### config.mk
export PLATFORM = sky130hd
export DESIGN_NAME = pc_branch_ctrl
export DESIGN_NICKNAME = d
export VERILOG_FILES = /design/src/rtl/pc_branch_ctrl.sv
export SDC_FILE = /design/constraint.sdc
export NUM_CORES = 1
export LEC_CHECK = 0
export ABC_AREA = 1
export ABC_CLOCK_PERIOD_IN_PS = 2000
export CAP_MARGIN = 30
export CORE_MARGIN = 2
export CORE_UTILIZATION = 40
export CTS_CLUSTER_DIAMETER = 40
export CTS_CLUSTER_SIZE = 28
export DETAILED_ROUTE_END_ITERATION = 10
export GPL_TIMING_DRIVEN = 0
export PLACE_DENSITY = 0.86
export SYNTH_ARGS = -nofsm -noshare
export SYNTH_HDL_FRONTEND = slang
export SYNTH_SLANG_ARGS = --single-unit
### constraint.sdc
create_clock -name i_clk -period 2 [get_ports i_clk]
set_input_delay 0.4 -clock i_clk [delete_from_list [all_inputs] [get_ports i_clk]]
set_output_delay 0.4 -clock i_clk [all_outputs]
set_load 0.01 [all_outputs]
### src/rtl/pc_branch_ctrl.sv
// pc_branch_ctrl: branch resolution and architectural PC register for a
// single-cycle RV32I core. Decodes the branch funct3, selects unsigned
// comparison, resolves B-type/JAL/JALR, and sequences BOOT/RUN/TRAP with a
// misaligned-target trap redirect.
// Optional macro BR_PERF_CNT_EN: enables branch / taken-branch counters on
// o_br_cnt / o_br_taken_cnt; when undefined those ports are tied to zero.
module pc_branch_ctrl #(
    parameter logic [31:0] RESET_VEC = 32'h0000_0000,
    parameter logic [31:0] TRAP_VEC  = 32'h0000_0100
) (
    input  logic        i_clk,
    input  logic        i_rst,
    input  logic        i_stall,
    input  logic        i_is_branch,
    input  logic        i_is_jal,
    input  logic        i_is_jalr,
    input  logic [2:0]  i_funct3,
    input  logic        i_br_less,
    input  logic        i_br_equal,
    input  logic [31:0] i_target,
    output logic        o_br_un,
    output logic [31:0] o_pc,
    output logic [31:0] o_pc_four,
    output logic        o_insn_vld,
    output logic        o_taken,
    output logic        o_illegal_br,
    output logic        o_misalign,
    output logic [31:0] o_br_cnt,
    output logic [31:0] o_br_taken_cnt
);

    typedef enum logic [1:0] {
        ST_BOOT = 2'd0,
        ST_RUN  = 2'd1,
        ST_TRAP = 2'd2
    } state_t;

    state_t      r_state;
    state_t      w_next_state;
    logic [31:0] r_pc;
    logic [31:0] w_next_pc;
    logic        r_misalign;
    logic        w_next_misalign;

    logic        w_cond;
    logic        w_br_taken;
    logic        w_cond_taken;
    logic [31:0] w_eff_target;
    logic        w_misalign;
    logic        w_advance;

    // Branch condition decode from funct3 and comparator flags
    always_comb begin
        w_cond = 1'b0;
        case (i_funct3)
            3'b000:  w_cond = i_br_equal;
            3'b001:  w_cond = ~i_br_equal;
            3'b100:  w_cond = i_br_less;
            3'b101:  w_cond = ~i_br_less;
            3'b110:  w_cond = i_br_less;
            3'b111:  w_cond = ~i_br_less;
            default: w_cond = 1'b0;
        endcase
    end

    assign o_br_un      = i_funct3[1];
    assign o_illegal_br = i_is_branch & (i_funct3[2:1] == 2'b01);
    assign w_br_taken   = i_is_branch & w_cond;
    assign w_cond_taken = w_br_taken | i_is_jal | i_is_jalr;
    assign o_insn_vld   = (r_state == ST_RUN);
    assign w_advance    = o_insn_vld & ~i_stall;
    assign o_taken      = w_cond_taken & w_advance;
    assign w_eff_target = i_is_jalr ? {i_target[31:1], 1'b0} : i_target;
    assign w_misalign   = o_taken & (w_eff_target[1:0] != 2'b00);
    assign o_pc         = r_pc;
    assign o_pc_four    = r_pc + 32'd4;
    assign o_misalign   = r_misalign;

    // Next-state / next-PC selection; BOOT and TRAP each last one cycle and ignore stall
    always_comb begin
        w_next_state    = r_state;
        w_next_pc       = r_pc;
        w_next_misalign = 1'b0;
        case (r_state)
            ST_BOOT: w_next_state = ST_RUN;
            ST_TRAP: w_next_state = ST_RUN;
            ST_RUN: begin
                if (!i_stall) begin
                    if (w_misalign) begin
                        w_next_pc       = TRAP_VEC;
                        w_next_misalign = 1'b1;
                        w_next_state    = ST_TRAP;
                    end else if (o_taken) begin
                        w_next_pc = w_eff_target;
                    end else begin
                        w_next_pc = o_pc_four;
                    end
                end
            end
            default: w_next_state = ST_BOOT;
        endcase
    end

    // State, PC and trap-pulse registers
    always_ff @(posedge i_clk or posedge i_rst) begin
        if (i_rst) begin
            r_state    <= ST_BOOT;
            r_pc       <= RESET_VEC;
            r_misalign <= 1'b0;
        end else begin
            r_state    <= w_next_state;
            r_pc       <= w_next_pc;
            r_misalign <= w_next_misalign;
        end
    end

`ifdef BR_PERF_CNT_EN
    logic [31:0] r_br_cnt;
    logic [31:0] r_br_taken_cnt;

    // Count executed B-type instructions and those that were taken (jumps excluded)
    always_ff @(posedge i_clk or posedge i_rst) begin
        if (i_rst) begin
            r_br_cnt       <= '0;
            r_br_taken_cnt <= '0;
        end else if (w_advance && i_is_branch) begin
            r_br_cnt <= r_br_cnt + 32'd1;
            if (w_br_taken) begin
                r_br_taken_cnt <= r_br_taken_cnt + 32'd1;
            end
        end
    end

    assign o_br_cnt       = r_br_cnt;
    assign o_br_taken_cnt = r_br_taken_cnt;
`else
    assign o_br_cnt       = '0;
    assign o_br_taken_cnt = '0;
`endif

endmodule

* Word level (Yosys, flattened, before mapping)
Index checks and enable logic that the tools add are counted.
** Word-level totals
- Register bits after elaboration :: 35
- Bits in latches :: 0
- RAM bits :: 0
- Memory bits (read-only) :: 0
- Bits of input ports :: 43
- Output and inout port bits :: 133
- Word-level logic and storage cells :: 42
- Memories kept :: 0
** Cells by class
- $add $sub $neg :: 1
- Multiply operators :: 0
- Div/mod/pow operators :: 0
- $lt $le $gt $ge :: 0
- Equality and inequality tests :: 10
- Shift-type cells :: 0
- Mux-type cells :: 10
- Bitwise operators :: 10
- Reduce and logical (&&, ||, !) cells :: 8
** Operator list (count)
- $mux W32 :: 2
- $add A32 B3 Y32 const B :: 1
- $eq A3 B3 Y1 const B :: 4
- $reduce_or A2 Y1 :: 3
- $and A1 B1 Y1 :: 5
- $eq A2 B1 Y1 const B :: 2
- $mux W1 :: 4
- $mux W2 :: 2
- $pmux W1 S4 :: 1
- $pmux W2 S2 :: 1
- $reduce_and A2 Y1 :: 2
- $eq A3 B1 Y1 const B :: 1
- $logic_not A3 Y1 :: 1
- $not A1 Y1 :: 3
- $eq A2 B2 Y1 const B :: 1
- $logic_not A2 Y1 :: 1
- $ne A2 B1 Y1 const B :: 1
- $ne A2 B2 Y1 const B :: 1
- $or A1 B1 Y1 :: 2
- $reduce_bool A2 Y1 :: 1

* Depth between registers and ports, before layout
Gate-level depths: netlist of the first run.
- Word-level depth :: 11
- Mapped depth :: 12
- Gate-level depth less buffers :: 11

* Least setup slack after synthesis of the first run
No wires, ideal clock.
- Kind :: reg-to-output
- Start point :: register r_pc[2] (netlist: o_pc[2])
- End point :: output o_pc_four[24]
- Arrival :: 1348 ps
- Setup slack :: 252 ps
- Stages on the path, launching flop included :: 8
- Path buffers :: 0
- Cell sequence :: dfrtp_1 -> ha_1 -> nand3_1 -> nor2_1 -> nand2_1 -> nand2_1 -> nand2_1 -> inv_1
** Between the ends
- Cells in the longest elaborated chain, start to end :: 1
** Ends and longest elaborated chain
- start: declaration :: RTL line 40 : logic [31:0] r_pc;
- start signal: assignment :: RTL line 112 : r_pc <= w_next_pc;
- $add A32 B3 Y32 :: RTL line 76 : assign o_pc_four = r_pc + 32'd4;
- end: declaration :: RTL line 23 : output logic [31:0] o_pc_four,
Every way passes these cells.

* Final worst setup path of the first run
- Start point :: register r_pc[2] (netlist: o_pc[2])
- End point :: output o_pc_four[12]
Same word-level chain as after synthesis.

==> impl_metrics.yaml, run 1 <==
logic_synthesis:
  synth_area_sq_um: 3330
  seq_area_frac_synth_pct: 26.3
  synth-seq-cells: 35
  synth-edff-count: 0
  synth_ff_type: "dfrtp_1"
  async_flop_share_pct: 100
  synth_warnings: 0
  synth.top_cell.area_share_pct: 26.3
  synth.most_common_cell: "nand2_1"
  yosys-top-cells-area: "dfrtp_1 26%, nand2_1 26%, buf_4 16%"
  yosysTopAreaCell: "dfrtp_1"
  yosys-top-cells-count: "229 x nand2_1, 69 x buf_4, 48 x inv_1"
  postSynthCellCount: 536
  yosysUniqueCellTypes: 29
  synth_area_per_cell_sq_um: 6.22
drt:
  drtPass1Iterations: 5
  route.detailed.drc: 0
  totalWireLength_mm: 12.6
  ant_nets: 0
  dr_total_vias: 4061
  drtIter0Drc: 258
  wl_per_cell_um: 14.2
  vias_per_cell: 4.58
pwr:
  ir_worst_vdd_v: 0.000407
  pwr-share-seq_pct: 27.7
  sw_frac_of_total_pct: 40.3
  p_leak_nw: 3.20
  p_int_mw: 2.31
  p_comb_share_pct: 54.1
  netSwitchingPower_mw: 1.56
  p_per_area_nw_per_um2: 666
  pwr-share-clk_pct: 18.2
layout:
  antennaDiodeCount: 0
  drive_above_1_share_pct: 37.6
  area_growth_pct: 74.7
  layout.cells.non_filler: 886
  fillers: 650
  finalNetCount: 824
  postLayoutCellArea_sq_um: 5820
floorplanning:
  io_pins: 176
  std_cell_rows: 33
  dieArea_sq_um: 9080
  fp.dieH_um: 95.3
  core_area_sq_um: 8130
  initial_core_util_pct: 41.0
  die_width_um: 95.3
setup_path:
  slowest_stage: "dfrtp_2"
  cp-start-kind: "flop"
  critical_path_required_ns: 1.60
  cp_cell_sequence: "ha_4 > buf_6 > inv_4 > nor2_4 > nand2_4 > o21bai_1 > nand2_1 > inv_2 > buf_6"
  crit_type: "reg -> out"
  crit_top_cell: "buf_6"
  cp_max_fo: 4
  arrival_ns: 1.82
  rr_worst_depth: 6
  critPathCaptureType: "output pin"
  cp_slowest_stage_delay_ns: 0.42
grt:
  grt_pass1_wl_mm: 19.0
  antenna_found_initial: 0
  grt_max_degree: 20
  grt_use_total_pct: 27.1
  gr-total-overflow: 0
  grt_pass1_vias: 3960
place:
  dpl-instance-area_sq_um: 4840
  dp_hpwl_mm: 8.56
  io_buffers: 111
  gp_congestion: 0.875
  dp_slack_ns: -0.818
  place_inst: 816
timing:
  slew_violations: 0
  hold_viol: 0
  tightest_slew_ns: 0.781
  rsz0062_at_grt: "yes"
  slew_headroom_pct: 47.9
  fin_crit_sh_pct: 111
  period_needed_ns: 2.22
  fin_worst_skew_ns: 0.00909
  setup_viol: 23
  fmax_mhz: 450
  worst_slack_ns: -0.222
clock_network:
  cts_buffers: 5
  hold_buffers: 0
  cts_max_level: 2
  tritoncts: "done"
  cts_sinks: 35
  path_clk_slew_ns: 0.08
  clk_latency_ns: 0.30
  clk_path_buf_depth: 2
  cts_root_buf: "clkbuf_8"
worst_hold_path:
  min_path_type: "reg -> reg"
  holdPathStages: 1
run:
  maxCapViolCount: 0
run_status:
  violations: "setup timing"
  status: "complete, but fails checks"
[power by group through the flow]
stage                     Sequential, mW  Combinational, mW  Clock [mW]
final                               1.08               2.10       0.705
after global routing                1.10               2.27       0.726
after CTS                           1.04               1.96       0.691
after detailed placement            1.09               1.69           0
after global placement              1.08               1.65           0
after floorplan                     1.09              0.812           0
[area by class of cell]
cell class / count / area [sq um] / share of cell area (%)
well taps: 105 / 131 / 2.26
plain buffers: 82 / 588 / 10.1
repair buffers: 174 / 1620 / 27.8
multi-input cells: 434 / 2280 / 39.1
flip-flops and latches: 35 / 902 / 15.5
clock inverters: 2 / 35.0 / 0.602
inverters: 48 / 188 / 3.22
clock buffers: 6 / 82.6 / 1.42
[cell families (layout without fill, tap and decap cells)]
family / count (synthesis) / count (layout) / share of synthesized area, %
other: 1 / 64 / 0.113
AO/OA/AOI/OAI: 12 / 12 / 2.48
buffers and inverters: 130 / 312 / 22.8
AND/OR/NAND/NOR: 348 / 348 / 44.9
flip-flops: 35 / 35 / 26.3
adder cells (fa/ha/maj): 1 / 1 / 0.375
XOR/XNOR: 9 / 9 / 3.04
[layout by cell type (no fill, tap or decap), types with 2 or more instances in the layout]
master	Yosys	final
nand2_1	229	196
buf_4	69	112
clkdlybuf4s50_1	0	76
conb_1	1	64
nand3_1	42	40
inv_1	48	36
buf_6	0	31
nand2_2	4	24
nor2_4	7	22
dfrtp_2	0	21
buf_2	9	20
nor2_1	46	18
nor2_2	2	15
nand2_4	1	14
dfrtp_1	35	14
nand3b_1	13	13
inv_2	0	9
clkbuf_8	0	6
o21bai_1	5	5
clkbuf_1	4	4
xor2_1	4	4
dlygate4sd2_1	0	4
inv_4	0	3
dlymetal6s2s_1	0	3
clkbuf_2	0	3
a21oi_1	2	2
xor2_2	3	2
[path summary, 6_finish.rpt]
| path | from | end | slack [ns] |
|---|---|---|---|
| max | o_pc[2]$_DFFE_PP0P_ | o_pc_four[12] | -0.22 |
| min | r_state[0]$_DFFE_PP0P_ | r_state[0]$_DFFE_PP0P_ | 0.47 |
| max reg2reg | r_state[1]$_DFFE_PP0P_ | o_pc[20]$_DFFE_PP0P_ | 0.19 |
| min reg2reg | r_state[0]$_DFFE_PP0P_ | r_state[0]$_DFFE_PP0P_ | 0.47 |
| max in group asynchronous | i_rst | o_pc[7]$_DFFE_PP0P_ | 0.88 |
| min in group asynchronous | i_rst | o_pc[10]$_DFFE_PP0P_ | 0.54 |
[layer usage]
layer,up-vias,GRT usage (%),part of all wire [%]
li1,1992,-,-
met1,1881,33.5,39
met2,175,48.9,53
met3,13,3.72,7.3
met4,0,7.73,1.0
met5,-,0,0
[stage by stage]
| step | hold WS [ns] | util, % | setup TNS, ns | power, mW |
|---|---|---|---|---|
| global route | 0.500 | 71.6 | -3.92 | 4.09 |
| finish | 0.465 | 71.6 | -2.00 | 3.88 |
| detailed placement | 0.463 | 59.5 | -12.29 | 2.78 |
| CTS | 0.474 | 68.6 | -1.66 | 3.70 |
| floorplan | 0.429 | - | 0 | 1.90 |
| global placement | 0.444 | 59.1 | -9.33 | 2.74 |
[timing repair]
item / 4_1_cts / 5_1_grt
endpoints found under the hold margin: 0 / 0
setup endpoints to repair: 30 / 30
gates resized for setup: 218 / 64
buffers inserted: 49 / 14
pin swaps: 51 / 38
[sequential cells by signal (all words and copies together), names as in the netlist]
name / flops
o_pc: 32
o_misalign: 1
r_state: 2
[worst max-delay path, delay by kind of cell (launching register included)]
kind	cells	cell delay, ns
AOI/OAI and AO/OA	1	0.19
adders and majority gates	1	0.20
buffers and inverters	4	0.37
DFF	1	0.42
and+or+nand+nor	3	0.35
(Power assumes the default switching activity.)
==> run 2: changes to the inputs <==
ABC_AREA = 0   (was 1)
CORE_UTILIZATION = 39   (was 40)
PLACE_DENSITY = 0.87   (was 0.86)
==> impl_metrics.yaml, run 2 <==
place:
  dp_hpwl_mm: 7.90
  gp_congestion: 0.957
  dpl-instance-area_sq_um: 4640
  io_buffers: 111
grt:
  grt_pass1_vias: 3788
  antenna_found_initial: 0
  gr-total-overflow: 0
  grt_max_degree: 19
  grt_pass1_wl_mm: 19.4
  grt_use_total_pct: 28.9
drt:
  dr_total_vias: 4180
  vias_per_cell: 5.73
  wl_met3_mm: 1.62
  wl_per_cell_um: 20.4
  top_layer: "met4"
  totalWireLength_mm: 14.9
  met1Wirelength_mm: 5.04
  drtIter0Drc: 454
  route.detailed.drc: 0
  met2_length_mm: 7.11
  drtPass1Iterations: 7
  ant_nets: 0
setup_path:
  cp_cell_sequence: "buf_6 > nand4_1 > buf_6 > buf_6 > buf_6 > nor4_4 > xor2_1 > buf_2"
  slowest_stage: "dfrtp_1"
  cp_max_fo: 5
  critPathCaptureType: "output pin"
  r2r_end: "o_pc[15]$_DFFE_PP0P_"
  crit_buf_inv: 5
  critical_path_required_ns: 1.60
  crit_type: "reg -> out"
  r2r_start: "o_pc[5]$_DFFE_PP0P_"
  cp_slowest_stage_delay_ns: 0.38
  cp-start-kind: "flop"
  arrival_ns: 2.16
  regToRegSetupSlack_ns: -0.31
  crit_top_cell: "buf_6"
  rr_worst_depth: 13
  cpLargestDelayFamily: "buffers and inverters"
floorplanning:
  die_width_um: 92.9
  dieArea_sq_um: 8630
  fp.dieH_um: 92.9
  core_area_sq_um: 7690
  initial_core_util_pct: 40.1
  io_pins: 176
  std_cell_rows: 32
timing:
  tightest_slew_ns: 0.849
  fmax_mhz: 391
  fin_worst_skew_ns: 0.00575
  worst_slack_ns: -0.560
  hold_viol: 0
  slew_headroom_pct: 43.4
  tns_ns: -10.20
  fin_crit_sh_pct: 128
  setup_viol: 35
  rsz0062_at_grt: "yes"
  slew_violations: 0
  period_needed_ns: 2.56
pwr:
  pwr-share-clk_pct: 12.3
  sw_frac_of_total_pct: 42.2
  ir_worst_vdd_v: 0.000460
  p_leak_nw: 2.87
  p_int_mw: 2.37
  netSwitchingPower_mw: 1.73
  pwr-share-seq_pct: 28.1
  p_comb_share_pct: 59.6
  p_per_area_nw_per_um2: 715
run_status:
  violations: "setup timing"
  status: "complete, but fails checks"
layout:
  area_growth_pct: 85.8
  antennaDiodeCount: 0
  finalNetCount: 672
  drive_above_1_share_pct: 45.1
  final_cell_mix: "137 x buf_4, 74 x clkdlybuf4s50_1, 64 x conb_1, 33 x nand3_1, 26 x buf_2"
  final_common_cell: "buf_4"
  largest_reg_flops: 32
  postLayoutCellArea_sq_um: 5730
logic_synthesis:
  synth.top_cell.area_share_pct: 28.4
  synth.most_common_cell: "buf_4"
  synth_ff_type: "dfrtp_1"
  yosys-top-cells-count: "68 x buf_4, 42 x nand3_1, 35 x dfrtp_1"
  synth_area_sq_um: 3080
  synth-edff-count: 0
  async_flop_share_pct: 100
  seq_area_frac_synth_pct: 28.4
  yosysUniqueCellTypes: 55
  yosys-top-cells-area: "dfrtp_1 28%, buf_4 17%, nand3_1 6.8%"
  synth-seq-cells: 35
  yosysTopAreaCell: "dfrtp_1"
  synth_warnings: 0
  postSynthCellCount: 370
  synth_area_per_cell_sq_um: 8.33
clock_network:
  tritoncts: "done"
  path_clk_slew_ns: 0.07
  hold_buffers: 0
  cts_max_level: 2
  cts_buffers: 5
  cts_sinks: 35
  clk_path_buf_depth: 2
  clk_latency_ns: 0.30
  cts_root_buf: "clkbuf_8"
worst_hold_path:
  holdPathStages: 1
  min_from: "r_state[0]$_DFFE_PP0P_"
  min_to: "r_state[0]$_DFFE_PP0P_"
  min_path_type: "reg -> reg"
run:
  maxCapViolCount: 0
run 2: changes by cell type in the layout (fill, tap and decap cells not counted), moves of 14 or more:
| cell | before | now |
|---|---|---|
| nor2_2 | 15 | 1 |
| nand4_1 | 1 | 16 |
| buf_4 | 112 | 137 |
| nand2_1 | 196 | 20 |
| inv_1 | 36 | 11 |
| nor2_4 | 22 | 4 |
| nand2_2 | 24 | 0 |
run 2: cell families after synthesis:
group | Yosys count | synth area share (%)
buffers and inverters | 106 | 22.3
other | 1 | 0.122
flip-flops | 35 | 28.4
AND/OR/NAND/NOR | 139 | 26.1
XOR/XNOR | 29 | 8.24
adder cells (fa/ha/maj) | 1 | 0.406
AO/OA/AOI/OAI | 59 | 14.5
run 2: cell type report:
type,instances,area (sq um)
Multi-Input combinational cell,292,2190
Fill cell,511,1960
Timing Repair Buffer,194,1700
Sequential cell,35,896
Buffer,89,707
Tap cell,102,128
Clock buffer,6,72.6
Inverter,11,41.3
run 2: worst reg2reg max path, cell delays in order (launching register included):
cell	delay [ns]
dfrtp_1	0.38
buf_6	0.12
nand4_1	0.20
buf_6	0.22
buf_4	0.16
nor4_4	0.21
xor2_1	0.15
buf_4	0.16
buf_4	0.12
buf_4	0.12
buf_4	0.12
buf_4	0.12
nand3_1	0.07
nand2_1	0.05
run 2: metrics by stage:
step | util, % | power [mW] | instances | hold slack [ns] | setup slack [ns]
final | 74.5 | 4.10 | 729 | 0.450 | -0.560
after global routing | 74.5 | 4.22 | 729 | 0.462 | -0.598
after CTS | 69.4 | 3.74 | 703 | 0.447 | -0.454
after detailed placement | 60.3 | 3.03 | 647 | 0.438 | -1.08
after global placement | 60.0 | 2.98 | 646 | 0.427 | -1.05
after floorplan | - | 2.05 | 433 | 0.416 | -0.0727
run 2: power groups by stage:
stage,sequential [mW],combinational (mW),clock (mW)
after CTS,1.13,2.12,0.485
after global placement,1.11,1.87,0
after detailed placement,1.12,1.90,0
after global routing,1.17,2.53,0.521
after floorplan,1.15,0.901,0
final,1.15,2.44,0.504
run 2: what timing repair did:
action,4_1_cts,5_1_grt
setup endpoints to repair,66,58
setup buffers,55,35
resized for setup,193,71
pin swaps,39,49
endpoints found under the hold margin,0,0
run 2: worst max path at each step:
stage,cells after the start,end,from
3_5_place_dp,8,o_taken,i_funct3[0]
4_1_cts,8,o_pc_four[28],o_pc[5]$_DFFE_PP0P_
2_1_floorplan,5,o_pc_four[24],o_pc[5]$_DFFE_PP0P_
5_1_grt,7,o_pc_four[28],o_pc[8]$_DFFE_PP0P_
3_3_place_gp,8,o_taken,i_funct3[0]
6_report,8,o_pc_four[17],o_pc[5]$_DFFE_PP0P_
run 2: metal layers:
layer / global-route usage, % / up-vias
li1: - / 1715
met1: 32.0 / 1939
met2: 50.5 / 401
met3: 7.57 / 125
met4: 15.0 / 0
met5: 0 / -
==> run 3: changes to the inputs <==
REMOVE_ABC_BUFFERS = 1   (was not set)
==> impl_metrics.yaml, run 3 (synthesized netlist as in run 2, its figures left out) <==
floorplanning:
  initial_core_util_pct: 40.1
  std_cell_rows: 32
  die_width_um: 92.9
  io_pins: 176
  fp.dieH_um: 92.9
  dieArea_sq_um: 8630
  core_area_sq_um: 7690
timing:
  hold_viol: 0
  slew_violations: 0
  setup_viol: 29
  fin_crit_sh_pct: 122
  period_needed_ns: 2.45
  fin_worst_skew_ns: 0.00228
  fmax_mhz: 408
  tightest_slew_ns: 0.838
  worst_slack_ns: -0.448
  rsz0062_at_grt: "yes"
  slew_headroom_pct: 44.0
grt:
  gr-total-overflow: 0
  antenna_found_initial: 0
  busiest_layer: "met2"
  grt_pass1_vias: 3486
  grt_max_degree: 22
  use_met3_pct: 6.02
  met1_usage_pct: 30.7
  grt_use_met2_pct: 46.8
  grt_pass1_wl_mm: 18.0
  grt_use_total_pct: 26.2
pwr:
  p_comb_share_pct: 56.5
  p_leak_nw: 2.51
  pwr-share-seq_pct: 29.3
  sw_frac_of_total_pct: 40.9
  p_int_mw: 2.28
  ir_worst_vdd_v: 0.000738
  pwr-share-clk_pct: 14.2
  p_per_area_nw_per_um2: 732
  netSwitchingPower_mw: 1.58
clock_network:
  hold_buffers: 0
  cts_sinks: 35
  cts_buffers: 5
  tritoncts: "done"
  path_clk_slew_ns: 0.07
  cts_root_buf: "clkbuf_8"
  clk_latency_ns: 0.29
  cts_max_level: 2
  clk_path_buf_depth: 2
layout:
  largest_reg_flops: 32
  final_cell_mix: "80 x buf_4, 72 x clkdlybuf4s50_1, 64 x conb_1, 35 x nand3_1, 29 x buf_2"
  final_common_cell: "buf_4"
  area_growth_pct: 71.2
  layout.cells.non_filler: 664
  finalNetCount: 606
  postLayoutCellArea_sq_um: 5280
  fin_util_pct: 68.6
  antennaDiodeCount: 0
  drive_above_1_share_pct: 40.2
place:
  gp_congestion: 0.873
  io_buffers: 111
  place_inst: 557
  dp_hpwl_mm: 6.69
  dpl-instance-area_sq_um: 4030
  dp_slack_ns: -1.27
setup_path:
  cp_max_fo: 4
  crit_type: "reg -> out"
  rr_worst_depth: 12
  arrival_ns: 2.05
  cp-start-kind: "flop"
  critPathCaptureType: "output pin"
  critical_path_required_ns: 1.60
drt:
  wl_per_cell_um: 18.2
  dr_total_vias: 3624
  vias_per_cell: 5.46
  drtIter0Drc: 288
  route.detailed.drc: 0
  ant_nets: 0
  totalWireLength_mm: 12.1
  drtPass1Iterations: 5
run_status:
  status: "complete, but fails checks"
  violations: "setup timing"
run:
  maxCapViolCount: 0
worst_hold_path:
  min_path_type: "reg -> reg"
  holdPathStages: 1
-- run 3: changes by cell type in the layout (fill, tap and decap cells not counted), moves of 3 or more --
cell,previous run,this run
dfrtp_1,19,16
buf_8,3,0
buf_4,137,80
clkbuf_2,8,2
buf_2,26,29
dfrtp_2,16,19
-- run 3: final timing paths --
check / start / end / slack [ns]
hold / removal: r_state[0]$_DFFE_PP0P_ / r_state[0]$_DFFE_PP0P_ / 0.45
setup reg to reg: o_pc[2]$_DFFE_PP0P_ / o_pc[27]$_DFFE_PP0P_ / -0.16
max in group asynchronous: i_rst / o_pc[15]$_DFFE_PP0P_ / 0.83
min in group asynchronous: i_rst / o_misalign$_DFF_PP0_ / 0.57
setup / recovery: o_pc[2]$_DFFE_PP0P_ / o_pc_four[24] / -0.45
hold reg to reg: r_state[0]$_DFFE_PP0P_ / r_state[0]$_DFFE_PP0P_ / 0.45
-- run 3: layer usage --
| metal | vias to the layer above | wire (um) |
|---|---|---|
| met1 | 1741 | 4490 |
| met4 | 0 | 297 |
| met2 | 267 | 6190 |
| li1 | 1583 | - |
| met3 | 33 | 1110 |
| met5 | - | 0 |
-- run 3: power by group through the flow --
stage	registers (mW)	clock network, mW	logic [mW]
2_1_floorplan	1.20	0	0.653
3_3_place_gp	1.18	0	1.56
3_5_place_dp	1.20	0	1.64
4_1_cts	1.11	0.548	2.03
5_1_grt	1.16	0.581	2.31
6_report	1.13	0.547	2.18
-- run 3: worst max-delay path: stages (launching register included) --
cell and delay (ns):
dfrtp_1 0.40, ha_4 0.18, nand2_4 0.07, or2_4 0.24, or4_4 0.57, xnor2_2 0.16
buf_2 0.14
-- run 3: final cells by class --
| type | count | area (sq um) |
|---|---|---|
| multi-input combinational | 293 | 2210 |
| sequential | 35 | 900 |
| inverter | 11 | 41.3 |
| tap | 102 | 128 |
| clock inverter | 1 | 5.00 |
| timing repair buffer | 216 | 1910 |
| clock buffer | 6 | 82.6 |
| fill | 585 | 2410 |
-- run 3: through the flow --
| stage | hold WS (ns) | setup TNS [ns] | total power, mW |
|---|---|---|---|
| final | 0.450 | -7.33 | 3.86 |
| after detailed placement | 0.437 | -51.37 | 2.84 |
| after global routing | 0.464 | -9.18 | 4.05 |
| after global placement | 0.427 | -88.50 | 2.74 |
| after floorplan | 0.416 | -21.63 | 1.85 |
| after CTS | 0.448 | -4.68 | 3.69 |
-- run 3: timing repair --
action / CTS / global route
endpoints found under the setup margin: 65 / 49
pin swaps: 49 / 40
setup buffers: 70 / 29
gates resized for setup: 219 / 42
cloned: 1 / 0
